--- config.mk ---
export PLATFORM = sky130hd
export DESIGN_NAME = tof_readout_arbiter
export DESIGN_NICKNAME = d
export VERILOG_FILES = /design/src/rtl/tof_pkg.sv /design/src/rtl/tof_sample_fifo.sv /design/src/rtl/tof_readout_arbiter.sv
export SDC_FILE = /design/constraint.sdc
export NUM_CORES = 1
export LEC_CHECK = 0
export ABC_AREA = 1
export CORE_ASPECT_RATIO = 1.5
export CORE_MARGIN = 3
export CORE_UTILIZATION = 38
export DETAILED_ROUTE_END_ITERATION = 10
export DONT_BUFFER_PORTS = 1
export PLACE_DENSITY_LB_ADDON = 0.15
export SLEW_MARGIN = 10
export SYNTH_ARGS = -nofsm -noshare
export SYNTH_HDL_FRONTEND = slang
export SYNTH_SLANG_ARGS = --single-unit
--- constraint.sdc ---
create_clock -name clk -period 7.3 [get_ports clk]
set_input_delay 0.365 -clock clk [delete_from_list [all_inputs] [get_ports clk]]
set_output_delay 0.365 -clock clk [all_outputs]
set_load 0.1 [all_outputs]
--- src/rtl/tof_pkg.sv ---
// Shared ToF constants: sample layout, field offsets and the rotating-priority helper.
// Honours TOF_TIMESTAMP_EN, which widens the host word by a 16-bit timestamp above the sample.
package tof_pkg;

    localparam int NB_OF_SENSORS = 8;
    localparam int TOF_IDX_W     = 3;
    localparam int TOF_SAMPLE_W  = 22;
    localparam int TOF_DIST_W    = 16;
    localparam int TOF_SIDX_W    = 6;
    localparam int TOF_TS_W      = 16;

    localparam int TOF_DIST_LSB  = 0;
    localparam int TOF_SIDX_LSB  = TOF_DIST_LSB + TOF_DIST_W;

`ifdef TOF_TIMESTAMP_EN
    localparam bit TOF_TS_EN     = 1'b1;
`else
    localparam bit TOF_TS_EN     = 1'b0;
`endif
    localparam int TOF_WORD_W    = TOF_SAMPLE_W + (TOF_TS_EN ? TOF_TS_W : 0);

    // First set flag after idx in rotating order; idx itself when no other flag is set.
    // Scans farthest-first so the nearest candidate is the last one assigned.
    function automatic logic [TOF_IDX_W-1:0] next_index(
        input logic [NB_OF_SENSORS-1:0] flags,
        input logic [TOF_IDX_W-1:0]     idx
    );
        logic [TOF_IDX_W-1:0] cand;
        next_index = idx;
        for (int k = NB_OF_SENSORS - 1; k >= 1; k--) begin
            cand = idx + TOF_IDX_W'(k);
            if (flags[cand]) next_index = cand;
        end
    endfunction

endpackage

--- src/rtl/tof_sample_fifo.sv ---
// Synchronous first-word-fall-through FIFO: the head is presented whenever the FIFO is non-empty.
// A push on a full FIFO is accepted only together with a pop; a pop on empty is ignored.
module tof_sample_fifo #(
    parameter int WIDTH = 22,
    parameter int DEPTH = 16
) (
    input  logic                   clk,
    input  logic                   reset,
    input  logic                   i_push,
    input  logic [WIDTH-1:0]       i_push_data,
    input  logic                   i_pop,
    output logic [WIDTH-1:0]       o_head,
    output logic                   o_full,
    output logic                   o_empty,
    output logic [$clog2(DEPTH):0] o_level
);

    localparam int PTR_W = $clog2(DEPTH);
    localparam int LVL_W = PTR_W + 1;

    logic [WIDTH-1:0] r_mem [DEPTH];
    logic [PTR_W-1:0] r_wr_ptr;
    logic [PTR_W-1:0] r_rd_ptr;
    logic [LVL_W-1:0] r_level;
    logic             w_do_push;
    logic             w_do_pop;

    assign o_empty   = (r_level == '0);
    assign o_full    = (r_level == LVL_W'(DEPTH));
    assign w_do_pop  = i_pop & ~o_empty;
    assign w_do_push = i_push & (~o_full | w_do_pop);

    // NOTE: storage is deliberately not reset; the level counter alone decides what is valid.
    always_ff @(posedge clk) begin
        if (w_do_push) r_mem[r_wr_ptr] <= i_push_data;
    end

    // NOTE: state uses non-blocking assignments so every register samples pre-edge values.
    always_ff @(posedge clk) begin
        if (reset) begin
            r_wr_ptr <= '0;
            r_rd_ptr <= '0;
            r_level  <= '0;
        end else begin
            if (w_do_push) r_wr_ptr <= r_wr_ptr + PTR_W'(1);
            if (w_do_pop)  r_rd_ptr <= r_rd_ptr + PTR_W'(1);
            case ({w_do_push, w_do_pop})
                2'b10:   r_level <= r_level + LVL_W'(1);
                2'b01:   r_level <= r_level - LVL_W'(1);
                default: r_level <= r_level;
            endcase
        end
    end

    assign o_head  = r_mem[r_rd_ptr];
    assign o_level = r_level;

endmodule

--- src/rtl/tof_readout_arbiter.sv ---
// Round-robin readout of the 8 ToF sticky flags into a sample FIFO drained over a valid/ready stream.
// TOF_TIMESTAMP_EN prepends a free-running 16-bit cycle count, sampled at push, to each word.
module tof_readout_arbiter
    import tof_pkg::*;
#(
    parameter int FIFO_DEPTH = 16,
    parameter int OVF_CNT_W  = 8
) (
    input  logic                        clk,
    input  logic                        reset,
    input  logic                        enable,
    input  logic [NB_OF_SENSORS-1:0]    tof_ready_in,
    input  logic [TOF_SAMPLE_W-1:0]     tof_data_in,
    output logic [TOF_IDX_W-1:0]        tof_index_out,
    output logic [TOF_WORD_W-1:0]       m_data,
    output logic                        m_valid,
    input  logic                        m_ready,
    output logic [$clog2(FIFO_DEPTH):0] fifo_level,
    output logic                        overflow,
    output logic [OVF_CNT_W-1:0]        overflow_count
);

    logic [TOF_IDX_W-1:0]  r_idx;
    logic                  r_overflow;
    logic [OVF_CNT_W-1:0]  r_ovf_cnt;
    logic [TOF_IDX_W-1:0]  w_idx_next;
    logic                  w_hit;
    logic                  w_pop;
    logic                  w_push;
    logic                  w_drop;
    logic                  w_full;
    logic                  w_empty;
    logic [TOF_WORD_W-1:0] w_word;

    // Selecting a sensor consumes its flag, so every hit is either pushed or counted as a drop.
    assign w_hit  = enable & tof_ready_in[r_idx];
    assign w_pop  = ~w_empty & m_ready;
    assign w_push = w_hit & (~w_full | w_pop);
    assign w_drop = w_hit & w_full & ~w_pop;

    // NOTE: the default comes first so every path assigns w_idx_next and no latch is inferred.
    always_comb begin
        w_idx_next = r_idx;
        if (enable) w_idx_next = next_index(tof_ready_in, r_idx);
    end

    always_ff @(posedge clk) begin
        if (reset) begin
            r_idx      <= '0;
            r_overflow <= 1'b0;
            r_ovf_cnt  <= '0;
        end else begin
            r_idx <= w_idx_next;
            if (w_drop) begin
                r_overflow <= 1'b1;
                if (r_ovf_cnt != {OVF_CNT_W{1'b1}}) r_ovf_cnt <= r_ovf_cnt + OVF_CNT_W'(1);
            end
        end
    end

`ifdef TOF_TIMESTAMP_EN
    logic [TOF_TS_W-1:0] r_ts;

    always_ff @(posedge clk) begin
        if (reset) r_ts <= '0;
        else       r_ts <= r_ts + TOF_TS_W'(1);
    end

    assign w_word = {r_ts,
                     tof_data_in[TOF_SIDX_LSB +: TOF_SIDX_W],
                     tof_data_in[TOF_DIST_LSB +: TOF_DIST_W]};
`else
    assign w_word = {tof_data_in[TOF_SIDX_LSB +: TOF_SIDX_W],
                     tof_data_in[TOF_DIST_LSB +: TOF_DIST_W]};
`endif

    tof_sample_fifo #(
        .WIDTH (TOF_WORD_W),
        .DEPTH (FIFO_DEPTH)
    ) u_fifo (
        .clk         (clk),
        .reset       (reset),
        .i_push      (w_push),
        .i_push_data (w_word),
        .i_pop       (w_pop),
        .o_head      (m_data),
        .o_full      (w_full),
        .o_empty     (w_empty),
        .o_level     (fifo_level)
    );

    assign tof_index_out  = r_idx;
    assign m_valid        = ~w_empty;
    assign overflow       = r_overflow;
    assign overflow_count = r_ovf_cnt;

endmodule

* Yosys cells after proc, flatten, opt, wreduce, memory -nomap -nowiden
Memory sizes are Yosys's and may differ from the RTL's. A register that Yosys moved wholly into a read port is not among the register bits. Index checks and enable logic that the tools add are counted.
Cells by class: $add $sub $neg 12, order comparisons 8, equal/unequal tests 4, multiplexer cells 28, bitwise gates (word level) 12, reduce and logical (&&, ||, !) cells 5
Operators with widths (count):
- 3-bit by 4-bit less-than comparator with 1-bit output (second input constant) | 8
- 1-bit binary-select mux with 3-bit select | 8
- 3-bit two-way mux | 7
- 3-bit adder (second input constant) | 4
- 1-bit two-way mux | 10
- 5-bit one-hot mux with 2 select lines | 1
- 4-bit by 1-bit adder with 4-bit output (second input constant) | 2
- 8-bit by 1-bit adder with 8-bit output (second input constant) | 1
- 4-bit two-way mux | 2
- 8-bit != test (second input constant) | 1
- 1-bit AND | 7
- 7-bit nonzero test | 1
- 3-bit by 2-bit adder with 3-bit output (second input constant) | 2
- 5-bit by 1-bit adder with 5-bit output (second input constant) | 1
- 5-bit == test (second input constant) | 1
- 5-bit zero test | 1
- 5-bit by 1-bit subtractor with 5-bit output (second input constant) | 1
- 2-bit AND reduction | 2
- 3-bit by 1-bit adder with 3-bit output (second input constant) | 1
- 1-bit inverter | 3
- 2-bit by 1-bit == test with 1-bit output (second input constant) | 1
- 2-bit == test (second input constant) | 1
- 1-bit bitwise OR | 2
- 2-bit nonzero test | 1
Word-level totals: register bits 25, RAM bits 352, word-level logic and storage cells 76, memories 1
Memory list:
- u_fifo.r_mem | words 16, width 22, read ports 1, clocked after memory_dff 1, write ports 1, RTL line tof_sample_fifo.sv:21 | logic [WIDTH-1:0] r_mem [DEPTH];

* Logic depth before layout (Yosys ltp)
word-level depth 10, mapped depth 16, depth with buffers taken out 16

* Hierarchy
From an unflattened synthesis, not the netlist that was laid out.
Unflattened totals: cell total of the unflattened synthesis 1441, area total of the unflattened synthesis 16647.2 µm²
Modules (own cells, without submodules):
- tof_sample_fifo | times used 1, cells each 1241, area each 15413.5 µm²
- tof_readout_arbiter | times used 1, cells each 200, area each 1233.7 µm²

* Worst setup path before layout
OpenSTA, ideal clock, no wires.
path kind register -> register, from register u_fifo.r_level[0] (netlist: u_fifo.o_level[0]), to memory u_fifo.r_mem[0][0], enable pin, arrival time 3209 ps, data required time 6899 ps, setup slack 3690 ps, cell stages (with the launch flop) 9, cell sequence dfxtp_1 -> nor4_4 -> nand2_2 -> nand2_2 -> nand3_2 -> nand3_4 -> inv_4 -> nand2_1 -> nor2_1
On the way: cells in the longest elaborated chain, start to end 8
Ends and longest elaborated chain:
- from (decl) | RTL line tof_sample_fifo.sv:24 | logic [LVL_W-1:0] r_level;
- from (signal assigned) | RTL line tof_sample_fifo.sv:48 | 2'b10: r_level <= r_level + LVL_W'(1);
- from (signal assigned) | RTL line tof_sample_fifo.sv:49 | 2'b01: r_level <= r_level - LVL_W'(1);
- from (signal assigned) | RTL line tof_sample_fifo.sv:50 | default: r_level <= r_level;
- 5-bit zero test * | RTL line tof_sample_fifo.sv:28 | assign o_empty = (r_level == '0);
- 1-bit inverter *
- named net m_valid | RTL line tof_readout_arbiter.sv:16 | output logic m_valid,
- 1-bit AND | RTL line tof_readout_arbiter.sv:37 | assign w_pop = ~w_empty & m_ready;
- 1-bit bitwise OR / 1-bit AND (equally long branches) | RTL line tof_readout_arbiter.sv:38, tof_sample_fifo.sv:30
- 1-bit AND / 1-bit bitwise OR (equally long branches) | RTL line tof_readout_arbiter.sv:38, tof_sample_fifo.sv:31
- 1-bit AND * | RTL line tof_sample_fifo.sv:31 | assign w_do_push = i_push & (~o_full | w_do_pop);
- 1-bit two-way mux * | RTL line tof_sample_fifo.sv:35 | if (w_do_push) r_mem[r_wr_ptr] <= i_push_data;
- 1-bit two-way mux (not written as such) * | RTL line tof_sample_fifo.sv:35
- to (decl) | RTL line tof_sample_fifo.sv:21
The timed path passes the listed nets; every way through them passes the cells marked *.

==> results.toml <==
[floorplanning]
die_x_um = 173
fp.dieArea_mm2 = 0.0446
row_count = 91
die_h_um = 257
io_pins = 74
core_mm2 = 0.0413
initial_core_util = 0.386

[sta]
rsz0062_at_grt = "false"
max_freq_ghz = 0.258
setup_tns_ns = 0
maxSlewViolCount = 0
tightest_slew_ns = 1.19
skew_ns = 0.0110
finalWorstSetupSlack_ns = 3.43
slew_headroom = 0.204
fin_crit_sh = 0.530
period_minus_slack_ns = 3.87
hold_viol = 0
setup_viol = 0

[cts]
tritoncts = "done"
postCtsResizedCells = 0
htree_levels = 2
cts_made_buffers = 37
clockBufferDepth = 3
cts_num_sinks = 381
path_clk_slew_ns = 0.06
insertion_delay_ns = 0.53
root_buffer = "clkbuf_16"

[worst_setup_path]
endpoint_kind = "output port"
path_delay_family = "simple AND/OR/NAND/NOR gates"
path_cells = "buf_4 > mux2i_1 > o211ai_1 > nand3_1 > nand2_1"
r2r_start = "u_fifo.o_level[1]"
start_kind = "flop"
max_stage_delay_ns = 0.81
crit_arrival_ns = 3.50
ff2ff_setup_slack_ns = 3.47
worst_path_max_delay_cell = "buf_4"
crit_fanout = 74
critPathKind = "flop to output port"
required_ns = 6.93
crit_buf_inv = 1

[layout]
design_area_mm2 = 0.0180
stdcell_count = 1828
final_cell_mix = "edfxtp_1 (352), o21ai_0 (118), inv_1 (113)"
layout_commonest_cell = "edfxtp_1"
final_nets = 1286
drive_above_1_share = 0.0797
syn_to_final_growth_pct = 12.6

[global_routing]
antenna_found_initial = 3
grt_usage = 0.166
grt_max_degree = 85
grt_pass1_vias = 9461
grt_pass1_wl_um = 57000
gr-total-overflow = 0

[power]
peakVddDrop_v = 0.000359
leakagePower_uw = 0.00605
powerDensity_mw_per_mm2 = 372

[placed_design]
hpwl_um = 20700
place_ws_ns = 3.43
gp_congestion = 0.833
dp_cells = 1736
port_buffers = 0
placed_area_mm2 = 0.0166

[drt]
ant_nets = 0
viasPerCell = 5.20
drcViolationCount = 0
via_count = 9499
wl_um = 37800
drt-initial-drc-count = 575
wl_per_cell_um = 20.7
drtPass1Iterations = 5

[synth]
avgSynthCellArea_um2 = 13.0
yosysSeqAreaShare = 0.698
ys_warn_count = 0
synth_cells = 1232
syn_area_mm2 = 0.0160
syn_nets = 1278
synth_seq_cells = 381
synth_ff_type = "edfxtp_1"
synth-edff-count = 352
synth.distinct_cells = 39
async_flop_share = 0

[worst_hold_path]
min_from = "enable"
hold_class = "primary input to flop"

[job]
cap_viol_max_count = 0

[run_status]
outcome = "finished, final reports clean"
[per-layer routing]
layer  global-route usage  share of wire  vias up
li1                     -              -     4547
met1                0.202           0.41     4682
met2                0.298           0.52      214
met3               0.0334          0.050       56
met4               0.0473          0.022        0
met5                    0              0        -
[Yosys cell counts, drive strengths merged (28+ instances only)]
| master | instances | area share |
|---|---|---|
| a21oi | 111 | 0.035 |
| buf | 28 | 0.010 |
| clkbuf | 38 | 0.0089 |
| dfxtp | 29 | 0.036 |
| edfxtp | 352 | 0.66 |
| inv | 117 | 0.028 |
| mux2i | 88 | 0.055 |
| nand2 | 109 | 0.027 |
| nand3 | 78 | 0.026 |
| nor2 | 35 | 0.0099 |
| o211ai | 88 | 0.041 |
| o21ai | 121 | 0.038 |
[area by class of cell]
class / instances / area, um2
Clock inverter: 22 / 158
Clock buffer: 44 / 995
Timing Repair Buffer: 35 / 320
Multi-Input combinational cell: 665 / 4180
Sequential cell: 381 / 11200
Fill cell: 3767 / 23400
Inverter: 120 / 455
Antenna cell: 3 / 7.51
Tap cell: 558 / 698
[power breakdown]
group | leakage (uW) | internal, uW | switching, uW
Clock | 0.000567 | 1050 | 798
Combinational | 0.00208 | 505 | 1690
Sequential | 0.00341 | 2500 | 157
[kinds of logic after synthesis]
kind of cell	share of synthesized area
AOI/OAI and AO/OA	0.117
xor gates and xnor gates	0.00760
adders and majority gates	0.00940
buffers and inverters	0.0475
DFF	0.698
muxes	0.0552
and+or+nand+nor	0.0650
[state kept, by name (all words and copies together), names as in the netlist, named ones only]
| register | flops |
|---|---|
| overflow_count | 8 |
| tof_index_out | 3 |
| u_fifo.r_mem | 352 |
| u_fifo.r_wr_ptr | 4 |
| u_fifo.r_rd_ptr | 4 |
| overflow | 1 |
| u_fifo.o_level | 5 |
[stage by stage]
step                utilization  power (uW)  hold WS, ns
floorplan                     -        4500        0.436
global placement          0.401        4860        0.431
detailed placement        0.401        4880        0.432
CTS                       0.435        6760       0.0515
global route              0.435        7020       0.0697
finish                    0.435        6690       0.0707
[worst paths after layout]
check                  endpoint  cells past startpoint
max                   m_data[2]                      5
min          u_fifo.r_wr_ptr[1]                      2
max reg2reg   u_fifo.o_level[4]                     15
min reg2reg                flop                      2
[what timing repair did]
item / 4_1_cts / 5_1_grt
setup buffers: 0 / 0
endpoints found under the hold margin: 362 / 0
hold buffers: 23 / 0
[worst reg2reg max path: stages, from the launching register on]
cell	delay, ns
dfxtp_1	1.11
nor4_4	0.12
nand2_2	0.47
nand2_2	0.15
nand3_2	0.18
nand3_4	0.16
ha_1	0.30
xor2_1	0.19
ha_1	0.24
a21o_2	0.20
nand2_1	0.07
nand2_1	0.06
a21oi_1	0.15
xor2_1	0.18
nand2_1	0.07
a21oi_1	0.11
Note: power is estimated with default switching activity, not from simulation.
